**src/rtl/dmem_arb_pkg.sv**
```systemverilog
// dmem_arb_pkg: shared FSM encoding, port indices and default widths for the dmem arbiter.
package dmem_arb_pkg;
    localparam int DEF_ADDR_W = 12;
    localparam int DEF_DATA_W = 32;
    localparam logic PORT_CPU = 1'b0;
    localparam logic PORT_DBG = 1'b1;
    typedef enum logic [1:0] {ST_IDLE = 2'd0, ST_ISSUE = 2'd1, ST_WAIT = 2'd2, ST_RESP = 2'd3} state_e;
endpackage

```
**src/rtl/dmem_arbiter_if.sv**
```systemverilog
// dmem_arbiter_if: requester and dmem-side signals of the dmem arbiter.
interface dmem_arbiter_if
    import dmem_arb_pkg::*;
#(
    parameter int ADDR_W = DEF_ADDR_W,
    parameter int DATA_W = DEF_DATA_W
);
    logic [1:0]        req;
    logic [1:0]        req_wren;
    logic [ADDR_W-1:0] req_addr0;
    logic [ADDR_W-1:0] req_addr1;
    logic [DATA_W-1:0] req_wdata0;
    logic [DATA_W-1:0] req_wdata1;
    logic [1:0]        gnt;
    logic [1:0]        rvalid;
    logic [DATA_W-1:0] rdata;
    logic [ADDR_W-1:0] mem_address;
    logic [DATA_W-1:0] mem_data;
    logic              mem_wren;
    logic [DATA_W-1:0] mem_q;
    modport master (
        output req, req_wren, req_addr0, req_addr1, req_wdata0, req_wdata1, mem_q,
        input  gnt, rvalid, rdata, mem_address, mem_data, mem_wren
    );
    modport slave (
        input  req, req_wren, req_addr0, req_addr1, req_wdata0, req_wdata1, mem_q,
        output gnt, rvalid, rdata, mem_address, mem_data, mem_wren
    );
endinterface

```
**src/rtl/dmem_arbiter_rr_arb2.sv**
```systemverilog
// rr_arb2: two-way round-robin pick; with last tied to 1 it degenerates to port-0 priority.
module rr_arb2 (
    input  logic [1:0] req,
    input  logic       last,
    output logic       win
);
    assign win = &req ? ~last : req[1];
endmodule

```
**src/rtl/dmem_arbiter.sv**
```systemverilog
// dmem_arbiter: serializes cpu/debug accesses onto the single-port dmem with registered drive.
// Define DMEM_ARB_FIXED_PRIO_EN for strict port-0 priority instead of round-robin.
module dmem_arbiter
    import dmem_arb_pkg::*;
#(
    parameter int ADDR_W = DEF_ADDR_W,
    parameter int DATA_W = DEF_DATA_W
) (
    input logic           clock,
    input logic           reset,
    dmem_arbiter_if.slave bus
);
    localparam logic [1:0] IDLE  = ST_IDLE;
    localparam logic [1:0] ISSUE = ST_ISSUE;
    localparam logic [1:0] WAIT  = ST_WAIT;
    localparam logic [1:0] RESP  = ST_RESP;

    logic [1:0]        state;
    logic              sel;
    logic              win;
    logic              last;
    logic              wren;
    logic [ADDR_W-1:0] addr;
    logic [DATA_W-1:0] data;
    logic [DATA_W-1:0] rdata;
    logic [1:0]        rvalid;

    rr_arb2 u_arb (.req(bus.req), .last(last), .win(win));

`ifdef DMEM_ARB_FIXED_PRIO_EN
    assign last = PORT_DBG;
`else
    always_ff @(posedge clock)
        if (reset) last <= PORT_DBG;
        else if (state == IDLE && |bus.req) last <= win;
`endif

    // The winner's request is captured on the arbitration edge so dmem sees registered signals.
    always_ff @(posedge clock) begin
        if (reset) begin
            state  <= IDLE;
            sel    <= PORT_CPU;
            wren   <= 1'b0;
            addr   <= '0;
            data   <= '0;
            rdata  <= '0;
            rvalid <= 2'b00;
        end else begin
            rvalid <= 2'b00;
            case (state)
                IDLE: if (|bus.req) begin
                    state <= ISSUE;
                    sel   <= win;
                    wren  <= bus.req_wren[win];
                    addr  <= win ? bus.req_addr1 : bus.req_addr0;
                    data  <= win ? bus.req_wdata1 : bus.req_wdata0;
                end
                ISSUE: begin
                    state <= wren ? IDLE : WAIT;
                    wren  <= 1'b0;
                end
                WAIT: begin
                    state  <= RESP;
                    rdata  <= bus.mem_q;
                    rvalid <= sel ? 2'b10 : 2'b01;
                end
                default: state <= IDLE;
            endcase
        end
    end

    assign bus.gnt         = state == ISSUE ? (sel == PORT_DBG ? 2'b10 : 2'b01) : 2'b00;
    assign bus.rvalid      = rvalid;
    assign bus.rdata       = rdata;
    assign bus.mem_address = addr;
    assign bus.mem_data    = data;
    assign bus.mem_wren    = wren;
endmodule
```
**src/flat_wrapper.sv**
```systemverilog
// flat-port wrapper written by rule: the top's interface ports become plain ports
module dmem_arbiter_flat import dmem_arb_pkg::*;
#(
    parameter int ADDR_W = DEF_ADDR_W,
    parameter int DATA_W = DEF_DATA_W
)
  (clock, reset, bus_req, bus_req_wren, bus_req_addr0, bus_req_addr1, bus_req_wdata0, bus_req_wdata1, bus_mem_q, bus_gnt, bus_rvalid, bus_rdata, bus_mem_address, bus_mem_data, bus_mem_wren);
  dmem_arbiter_if #(.ADDR_W(ADDR_W), .DATA_W(DATA_W)) bus_i ();
  input logic clock;
  input logic reset;
  input wire logic [$bits(bus_i.req)-1:0] bus_req;
  input wire logic [$bits(bus_i.req_wren)-1:0] bus_req_wren;
  input wire logic [$bits(bus_i.req_addr0)-1:0] bus_req_addr0;
  input wire logic [$bits(bus_i.req_addr1)-1:0] bus_req_addr1;
  input wire logic [$bits(bus_i.req_wdata0)-1:0] bus_req_wdata0;
  input wire logic [$bits(bus_i.req_wdata1)-1:0] bus_req_wdata1;
  input wire logic [$bits(bus_i.mem_q)-1:0] bus_mem_q;
  output wire logic [$bits(bus_i.gnt)-1:0] bus_gnt;
  output wire logic [$bits(bus_i.rvalid)-1:0] bus_rvalid;
  output wire logic [$bits(bus_i.rdata)-1:0] bus_rdata;
  output wire logic [$bits(bus_i.mem_address)-1:0] bus_mem_address;
  output wire logic [$bits(bus_i.mem_data)-1:0] bus_mem_data;
  output wire logic [$bits(bus_i.mem_wren)-1:0] bus_mem_wren;
  assign bus_i.req = bus_req;
  assign bus_i.req_wren = bus_req_wren;
  assign bus_i.req_addr0 = bus_req_addr0;
  assign bus_i.req_addr1 = bus_req_addr1;
  assign bus_i.req_wdata0 = bus_req_wdata0;
  assign bus_i.req_wdata1 = bus_req_wdata1;
  assign bus_i.mem_q = bus_mem_q;
  assign bus_gnt = bus_i.gnt;
  assign bus_rvalid = bus_i.rvalid;
  assign bus_rdata = bus_i.rdata;
  assign bus_mem_address = bus_i.mem_address;
  assign bus_mem_data = bus_i.mem_data;
  assign bus_mem_wren = bus_i.mem_wren;
  dmem_arbiter #(.ADDR_W(ADDR_W), .DATA_W(DATA_W)) u_core (.clock(clock), .reset(reset), .bus(bus_i));
endmodule
```
**config.mk**
```make
export PLATFORM = sky130hd
export DESIGN_NAME = dmem_arbiter_flat
export DESIGN_NICKNAME = d
export VERILOG_FILES = /design/src/rtl/dmem_arb_pkg.sv /design/src/rtl/dmem_arbiter_if.sv /design/src/rtl/dmem_arbiter_rr_arb2.sv /design/src/rtl/dmem_arbiter.sv /design/src/flat_wrapper.sv
export SDC_FILE = /design/constraint.sdc
export NUM_CORES = 1
export LEC_CHECK = 0
export ABC_AREA = 1
export CAP_MARGIN = 40
export CORE_ASPECT_RATIO = 1.5
export CORE_MARGIN = 2
export CORE_UTILIZATION = 25
export CTS_CLUSTER_DIAMETER = 60
export DETAILED_ROUTE_END_ITERATION = 10
export PLACE_DENSITY = 0.55
export SLEW_MARGIN = 20
export SYNTH_ARGS = -nofsm -noshare
export SYNTH_HDL_FRONTEND = slang
export SYNTH_SLANG_ARGS = --single-unit
```
**constraint.sdc**
```tcl
create_clock -name clock -period 1.3 [get_ports clock]
set_clock_uncertainty 0.05 [all_clocks]
set_input_delay 0.26 -clock clock [delete_from_list [all_inputs] [get_ports clock]]
set_output_delay 0.26 -clock clock [all_outputs]
set_load 0.005 [all_outputs]
```
# After elaboration in Yosys (flattened, before gate mapping)
# Index checks and enable logic that the tools add are counted.
# word_totals
latch_bits,0
word_cells,34
output_inout_bits,81
n_memories,0
register_bits,83
inputBits,126
ramBits,0
rom_bits,0
# op_classes
bitwise,2
n_mul,0
shift,0
div,0
n_eq_ne,3
magnitude_cmp,1
n_reduce_logical,8
addsub,0
mux,12
# ops
cell,count
$mux W32,1
$mux W12,1
$mux W2,4
$pmux W2 S3,1
$reduce_and A2 Y1,3
$mux W1,4
$reduce_or A2 Y1,2
$eq A2 B1 Y1 const B,1
$eq A2 B2 Y1 const B,1
$logic_not A2 Y1,1
$lt A1 B2 Y1 const B,1
$ne A2 B2 Y1 const B,1
$not A1 Y1,2
$pmux W1 S2,1
$reduce_bool A2 Y1,1
$logic_and A1 B1 Y1,1

# Longest topological paths before layout
# Gate-level depths: netlist of run 1.
# depth
word_depth,6
depth_mapped,7

# Modules after synthesis
# From an unflattened synthesis of run 1, not the netlist that was laid out.
# unflattened
cells_unflattened,606
hier_area_um2,3822.4
# modules_own_cells
mod,instances,seq_area_each_um2,area_each_um2,cells_each
dmem_arbiter,1,1661.6,3809.9,604
rr_arb2,1,0.0,12.5,2

# Worst setup path after synthesis of run 1
# No wires, ideal clock.
# synth_path
path_type,register to register
start,register u_core.state[1]
end,"register u_core.addr[0], in the netlist u_core.bus.mem_address[0]"
path_slack_ns,0.120
required_time_ns,1.138
synth_period_minus_slack_ns,1.180
t_arrival_ns,1.018
path_buffers,1
stages_incl_launch_ff,8
cell_sequence,dfxtp_1 inv_1 nand2_2 nor2_4 buf_6 nand2_1 nor2_1 nor2_1
# synth_via
elab_chain_len,2
# synth_rtl
item,line,text
from (decl),dmem_arbiter.sv:18,logic [1:0] state;
from (signal assigned),dmem_arbiter.sv:59,state <= wren ? IDLE : WAIT;
$logic_not A2 Y1,dmem_arbiter.sv:50,case (state)
$reduce_and A2 Y1 (no line),--,
to (signal assigned),dmem_arbiter.sv:55,addr <= win ? bus.req_addr1 : bus.req_addr0;
to (decl),dmem_arbiter.sv:23,logic [ADDR_W-1:0] addr;
# Every way passes these cells.
# A chain may end at the register's enable or synchronous reset.

# Worst setup path after layout of run 1
# layout_path
start,register u_core.state[0]
end,"register u_core.data[22], in the netlist u_core.bus.mem_data[22]"
# layout_via
elab_chain_len,2
# layout_rtl
item,line,text
$logic_not A2 Y1,dmem_arbiter.sv:50,
$reduce_and A2 Y1 (no line),--,
to (signal assigned),dmem_arbiter.sv:56,data <= win ? bus.req_wdata1 : bus.req_wdata0;
to (decl),dmem_arbiter.sv:24,logic [DATA_W-1:0] data;
# Every way passes these cells.

==> flow_summary.ini, run 1 <==
[status]
status = finished, violations left
violated_checks = negative setup slack

[worst_setup_path]
critPathRequiredTime_ps = 1490
rr_startpoint = u_core.state[0]
timing.reg2reg.worst_path_depth = 9
stage_delay_of_the_slowest_cell_on_the_critical_path_ps = 330
worstSetupStartpoint = u_core.state[0]
critical_path.cell_chain = buf_6, inv_2, nand2_4, nor2_4, buf_12, clkbuf_16, nand2_2, nor2_2, nor2_1
endpoint_of_the_lowest_slack_register_to_register_path = u_core.bus.mem_data[22]
worst-path-max-fanout = 8
setup.worst_path.end = u_core.bus.mem_data[22]
critical_path.slowest_cell = sky130_fd_sc_hd__dfxtp_2
r2r_slack_ps = -60
setup.worst_path.class = flop to flop
worstPathArrival_ps = 1550
setup.worst_path.start_class = flop
crit_path_end_kind = flop

[logic_synthesis]
synth.avg_cell_area_um2 = 6.10
postSynthRegisterBits = 83
cells_after_synth = 642
post_synth_instance_area_mm2 = 0.00392
synth_nets = 768
synth_warnings = 0
yosysSeqAreaShare_pct = 42.4
yosysUniqueCellTypes = 21

[timing]
post-route-period-util_pct = 105
setup_tns_after_final_layout_ps = -701
max_slew_vio_count = 0
slew-limit-headroom_pct = 77.8
setup_repair_after_global_routing_missed_its_margin = yes
fin_crit_ps = 1360
finalSetupViolCount = 25
setup_ws_ps = -59.8
finalHoldViolations = 0
fmax_mhz = 735
tightestPinTransition_ps = 332

[power]
leakagePower_nw = 3.76
power_density_mw_per_mm2 = 1130
report.power.total_w = 0.00824
ir_worst_vdd_mv = 0.687

[cells_and_area]
final_util_pct = 46.9
layout.cells.most_common_list = 176 x sky130_fd_sc_hd__nor2_1, 159 x sky130_fd_sc_hd__nand2_1, 123 x sky130_fd_sc_hd__clkdlybuf4s50_1
area_delta_synth_final_pct = 85.6
post_route_cells_drive_above_1_share_pct = 16.7
nets = 995
layout_commonest_cell = sky130_fd_sc_hd__nor2_1
fin_cells = 1078

[clock_tree]
cts_root_buf = sky130_fd_sc_hd__clkbuf_16
cts_htree_levels = 3
clk_pin_slew_ps = 70
clk_latency_ps = 330
cts_tree = yes
cts_buffer_depth = 2
clock-sinks = 83
cts_hold_buffers = 0
tritoncts.num_buffers = 9

[floorplanning]
io_pins = 207
design.die.area_mm2 = 0.0167
core_area_mm2 = 0.0155
chipHeight_um = 157
rows = 56
initial_utilization_pct = 25.3
die_w_um = 106

[placed_design]
numPlacedInstances = 1044
place_congestion = 0.735
dp_hpwl_um = 9210
port_buffers = 206

[run]
drv_cap = 0

[global_routing]
antenna_found_initial = 1
grt_start_max_net_pins = 39
globalRoute.totalOverflow = 0
globalRouteTotalUtil_pct = 15.9
first_pass_grt_wire_length_um = 20700
first_global_vias = 4016

[routing]
drtAntennaViolNets = 0
first_pass_iteration_count_of_the_detailed_router = 4
via_count = 4404
post-route-drc-count = 0
routed_wirelength_um = 14300
routed_wire_length_per_instance_um = 13.3
drt_first_iter_violations = 127
routed_via_density = 4.09

[hold_path]
timing.hold.worst.class = input port to flop
[Yosys cell counts (all sizes together)]
library cell,n,area [um^2]
a21oi,1,5.00
o21ai,33,169
nand3,2,10.0
o31ai,1,7.51
nand2,188,711
buf,20,150
dfxtp,83,1660
inv,93,349
clkinv,1,3.75
clkbuf,12,46.3
nor2,207,795
a211oi,1,7.51
[registers in the layout, summed over array words and instances, names as in the netlist]
| name | count |
|---|---|
| u_core.bus.mem_address | 12 |
| u_core.last | 1 |
| u_core.bus.rdata | 32 |
| u_core.state | 2 |
| u_core.bus.mem_data | 32 |
| u_core.sel | 1 |
| u_core.bus.mem_wren | 1 |
| u_core.bus.rvalid | 2 |
[critical path, delay by kind of cell, from the launching register on]
family | cells | cell delay, ps
flip-flops | 1 | 330
buffers and inverters | 4 | 500
AND/OR/NAND/NOR | 5 | 380
[area by class of cell]
| cell class | instances | area, um^2 |
|---|---|---|
| Antenna cell | 1 | 2.50 |
| Clock buffer | 9 | 225 |
| Clock inverter | 7 | 81.3 |
| Fill cell | 1620 | 8220 |
| Inverter | 94 | 355 |
| Multi-Input combinational cell | 433 | 2010 |
| Sequential cell | 83 | 1670 |
| Tap cell | 203 | 254 |
| Timing Repair Buffer | 248 | 2660 |
[report_power, final]
| part | internal (W) | total, W | switching [W] |
|---|---|---|---|
| clock | 0.00152 | 0.00267 | 0.00115 |
| sequential | 0.00284 | 0.00298 | 0.000140 |
| combinational | 0.00139 | 0.00259 | 0.00120 |
[metrics by stage]
step | worst slack [ps] | hold slack (ps) | instance area [um^2]
floorplan | 120 | 279 | 3920
finish | -59.8 | 369 | 7270
global route | -105 | 387 | 7260
CTS | -131 | 379 | 6730
detailed placement | -384 | 390 | 6330
global placement | -366 | 397 | 6330
[kinds of logic (layout without fill, tap and decap cells)]
family                 count (synthesis)  count (layout)  synth area share [%]
AO/OA/AOI/OAI                         36              36                  4.83
other                                  0               1                     0
AND/OR/NAND/NOR                      397             397                  38.7
flip-flops                            83              83                  42.4
buffers and inverters                126             358                  14.0
[how the worst min path moves through the flow]
stage,startpoint,endpoint,cells after the start
2_1_floorplan,reset,u_core.sel,1
3_3_place_gp,u_core.sel,u_core.bus.rvalid[0],1
3_5_place_dp,u_core.sel,u_core.bus.rvalid[0],1
4_1_cts,u_core.sel,u_core.bus.rvalid[0],1
5_1_grt,bus_req[0],u_core.state[0],3
6_report,bus_req[0],u_core.state[0],3
[layer usage]
layer / GRT usage (%) / share of wire [%]
met5: 0 / 0
met3: 4.27 / 6.1
met1: 16.7 / 37
met4: 5.26 / 2.1
met2: 30.3 / 54
[repair_timing]
action	CTS	global route
setup endpoints to repair	108	82
gates cloned	5	9
buffers inserted	2	4
pin swaps	3	60
gates resized for setup	105	118
Note: power is estimated with default switching activity, not from simulation.
==> inputs of run 2 (changes only) <==
Settings changed: ABC_CLOCK_PERIOD_IN_PS set to 1300, SKIP_CTS_REPAIR_TIMING set to 1.
==> run 2 against run 1 <==
Critical endpoint is now u_core.bus.rdata[18]. Global-route usage decreased by 1.1 points. Highest routed layer unchanged. Via count increased by 0.95%. Die area unchanged. Sequential share of layout area decreased by 1.3 points. Critical path depth decreased by 2. The run still ends with negative setup slack left. Non-clock buffer count increased by 3.
==> flow_summary.ini, run 2 (synthesis gave the netlist of run 1 again) <==
[status]
status = finished, violations left
violated_checks = negative setup slack

[worst_setup_path]
setup.worst_path.class = flop to flop
setup.worst_path.start_class = flop
critPathRequiredTime_ps = 1520
worstPathArrival_ps = 1600
worst-path-max-fanout = 11
crit_path_end_kind = flop

[routing]
routed_wirelength_um = 14500
via_count = 4446
drt_first_iter_violations = 129
drtAntennaViolNets = 0
routed_via_density = 4.11
routed_wire_length_per_instance_um = 13.4
first_pass_iteration_count_of_the_detailed_router = 4
post-route-drc-count = 0

[timing]
finalHoldViolations = 0
slew-limit-headroom_pct = 67.8
setup_repair_after_global_routing_missed_its_margin = yes
timing.hold.ws_ps = 357
tightestPinTransition_ps = 481
fin_crit_ps = 1390
post-route-period-util_pct = 107
finalSetupViolCount = 75
setup_ws_ps = -87.2
max_slew_vio_count = 0
fmax_mhz = 721

[cells_and_area]
fin_cells = 1081
area_delta_synth_final_pct = 97.1
layout.cells.most_common_list = 171 x sky130_fd_sc_hd__nor2_1, 131 x sky130_fd_sc_hd__nand2_1, 123 x sky130_fd_sc_hd__clkdlybuf4s50_1
final_util_pct = 49.8
layout_commonest_cell = sky130_fd_sc_hd__nor2_1
nets = 998
post_route_cells_drive_above_1_share_pct = 20.0

[floorplanning]
chipHeight_um = 157
die_w_um = 106
initial_utilization_pct = 25.3
core_area_mm2 = 0.0155
design.die.area_mm2 = 0.0167
io_pins = 207
rows = 56

[hold_path]
timing.hold.worst.class = input port to flop

[clock_tree]
cts_tree = yes
clk_pin_slew_ps = 70
cts_htree_levels = 3
clock-sinks = 83
cts_root_buf = sky130_fd_sc_hd__clkbuf_16
tritoncts.num_buffers = 9
cts_buffer_depth = 2
clk_latency_ps = 330

[power]
power_density_mw_per_mm2 = 1100
ir_worst_vdd_mv = 0.677
leakagePower_nw = 4.80

[run]
drv_cap = 0

[global_routing]
first_global_vias = 3899
antenna_found_initial = 1
first_pass_grt_wire_length_um = 19500
globalRoute.totalOverflow = 0
globalRouteTotalUtil_pct = 14.8
grt_start_max_net_pins = 41

[placed_design]
numPlacedInstances = 1044
dp_hpwl_um = 9210
port_buffers = 206
place_congestion = 0.735
[run 2: cell types whose count changed in the layout (fill, tap and decap cells not counted), moves of 3 or more]
cell / delta
sky130_fd_sc_hd__buf_16: -4
sky130_fd_sc_hd__buf_8: +3
sky130_fd_sc_hd__clkbuf_16: +3
sky130_fd_sc_hd__dfxtp_1: -4
sky130_fd_sc_hd__dfxtp_2: +4
sky130_fd_sc_hd__dlygate4sd2_1: -77
sky130_fd_sc_hd__dlymetal6s2s_1: +80
sky130_fd_sc_hd__nand2_1: -28
sky130_fd_sc_hd__nand2_2: +14
sky130_fd_sc_hd__nand2_4: +15
sky130_fd_sc_hd__nor2_1: -5
sky130_fd_sc_hd__nor2_4: +6
sky130_fd_sc_hd__o21ai_0: +12
sky130_fd_sc_hd__o21ai_2: -11
[run 2: layout make-up]
class                   instances  area [um^2]
fillers                      1540         7770
repair buffers                251         2970
multi-input cells             433         2150
flip-flops and latches         83         1680
inverters                      94          355
well taps                     203          254
clock buffers                   9          225
clock inverters                 7         81.3
diodes                          1         2.50
[run 2: layer usage]
metal | vias to the layer above | global-route usage [%] | routed length (um)
met5 | - | 0 | 0
met4 | 0 | 4.39 | 243
met3 | 13 | 4.22 | 778
met2 | 119 | 28.6 | 7990
met1 | 1984 | 15.3 | 5480
li1 | 2330 | - | -
[run 2: final timing paths]
kind                                             end  slack, ps  depth (start not counted)            start
worst min-delay path                 u_core.state[0]        360                          3       bus_req[0]
worst max register to register  u_core.bus.rdata[18]        -90                          7  u_core.state[0]
worst max-delay path            u_core.bus.rdata[18]        -90                          7  u_core.state[0]
worst min register to register  u_core.bus.rvalid[0]        380                          1       u_core.sel
[run 2: where the power goes]
group	switching (W)	internal (W)	total, W
logic	0.00128	0.00156	0.00284
clock network	0.00116	0.00152	0.00268
registers	0.000134	0.00284	0.00298
[run 2: through the flow]
stage / area (um^2) / setup TNS, ps / worst slack [ps] / power [W]
finish: 7710 / -3150 / -87.2 / 0.00850
detailed placement: 6330 / -19290 / -384 / 0.00527
CTS: 6640 / -17560 / -455 / 0.00801
global route: 7710 / -8820 / -144 / 0.00901
floorplan: 3920 / 0 / 120 / 0.00400
global placement: 6330 / -18960 / -366 / 0.00526
[run 2: worst max-delay path, cell delays in order (launching register included)]
cell                        delay (ps)
sky130_fd_sc_hd__dfxtp_2           340
sky130_fd_sc_hd__buf_6             120
sky130_fd_sc_hd__buf_6             110
sky130_fd_sc_hd__nor2_4            200
sky130_fd_sc_hd__buf_4             180
sky130_fd_sc_hd__clkbuf_16         150
sky130_fd_sc_hd__o21ai_0            70
sky130_fd_sc_hd__nor2_1            110
==> inputs of run 3 (changes only) <==
Settings changed: CORE_ASPECT_RATIO 1.5 to not set.
==> run 3 against run 2 <==
The run still ends with negative setup slack left. Sequential power hardly changed. Power is 6.9% lower. Flip-flop and latch count stayed put. Critical path type unchanged.
==> flow_summary.ini, run 3 (synthesis gave the netlist of run 1 again) <==
[clock_tree]
cts_htree_levels = 3
clock-sinks = 83
clk_latency_ps = 340
cts_tree = yes
tritoncts.num_buffers = 9
clk_pin_slew_ps = 60
cts_buffer_depth = 2
cts_root_buf = sky130_fd_sc_hd__clkbuf_16

[floorplanning]
rows = 45
core_area_mm2 = 0.0153
initial_utilization_pct = 25.7
die_w_um = 129
chipHeight_um = 129
io_pins = 207
design.die.area_mm2 = 0.0167

[worst_setup_path]
setup.worst_path.start_class = flop
worst-path-max-fanout = 4
critical_path.cell_chain = buf_6, inv_4, nand2_4, nor2_4, buf_6, buf_12, clkbuf_16, nand2_4, nor2_2, nor2_1
setup.worst_path.class = flop to flop
r2r_slack_ps = -90
crit_path_end_kind = flop
worstPathArrival_ps = 1580
critical_path.slowest_cell = sky130_fd_sc_hd__dfxtp_2
stage_delay_of_the_slowest_cell_on_the_critical_path_ps = 330
critPathRequiredTime_ps = 1490

[cells_and_area]
layout.cells.most_common_list = 189 x sky130_fd_sc_hd__nor2_1, 172 x sky130_fd_sc_hd__nand2_1, 123 x sky130_fd_sc_hd__clkdlybuf4s50_1
post_route_cells_drive_above_1_share_pct = 11.5
area_delta_synth_final_pct = 85.0
nets = 992
insertedDiodeCount = 0
fin_cells = 1082
layout_commonest_cell = sky130_fd_sc_hd__nor2_1

[placed_design]
numPlacedInstances = 1052
place_congestion = 0.775
dp_hpwl_um = 8410
port_buffers = 206

[timing]
fin_crit_ps = 1390
post-route-period-util_pct = 107
setup_repair_after_global_routing_missed_its_margin = yes
max_slew_vio_count = 0
tightestPinTransition_ps = 221
setup_ws_ps = -94.4
slew-limit-headroom_pct = 85.3
fmax_mhz = 717
finalSetupViolCount = 26
finalHoldViolations = 0
timing.hold.ws_ps = 371

[power]
leakagePower_nw = 4.64
report.power.total_w = 0.00791
power_density_mw_per_mm2 = 1090
ir_worst_vdd_mv = 0.614

[global_routing]
globalRoute.totalOverflow = 0
antenna_found_initial = 0
first_pass_grt_wire_length_um = 18900
grt_start_max_net_pins = 53
first_global_vias = 3790
globalRouteTotalUtil_pct = 14.4

[status]
violated_checks = negative setup slack
status = finished, violations left

[routing]
post-route-drc-count = 0
first_pass_iteration_count_of_the_detailed_router = 4
drtAntennaViolNets = 0
routed_via_density = 3.96
routed_wirelength_um = 13600
routed_wire_length_per_instance_um = 12.6
drt_first_iter_violations = 140
via_count = 4282

[run]
drv_cap = 0

[hold_path]
timing.hold.worst.class = input port to flop
run 3: metal layers:
layer / wire length (um) / part of all wire, % / track usage [%]
met5: 0 / 0 / 0
met4: 225 / 1.7 / 3.90
met3: 939 / 6.9 / 5.62
met2: 6150 / 45 / 22.9
met1: 6290 / 46 / 18.1
run 3: worst paths after layout:
check / start / endpoint / depth (start not counted)
setup / recovery: u_core.state[0] / u_core.bus.mem_data[26] / 10
hold / removal: bus_req[1] / u_core.last / 4
setup reg to reg: u_core.state[0] / u_core.bus.mem_data[26] / 10
hold reg to reg: u_core.last / u_core.last / 2
run 3: critical path, delay by kind of cell, from the launching register on:
family | cells | cell delay, ps
AND/OR/NAND/NOR | 5 | 350
buffers and inverters | 5 | 580
flip-flops | 1 | 330
run 3: final cells by class:
cell class	count	area, um^2
clock buffers	9	225
clock inverters	7	51.3
fillers	1542	8010
inverters	94	355
multi-input cells	433	1870
flip-flops and latches	83	1670
well taps	211	264
repair buffers	245	2810
run 3: where the power goes:
part,leakage [nW],total (W),internal [W],switching (W)
logic,3.82,0.00250,0.00138,0.00112
clock network,0.132,0.00244,0.00131,0.00114
registers,0.686,0.00297,0.00284,0.000126
run 3: stage by stage:
step	setup slack, ps	util [%]	area [um^2]	setup TNS, ps
2_1_floorplan	120	-	3920	0
3_3_place_gp	-424	41.5	6330	-19650
3_5_place_dp	-431	41.5	6330	-20850
4_1_cts	-482	43.3	6600	-19410
5_1_grt	-166	47.5	7240	-3950
6_report	-94.4	47.5	7240	-837
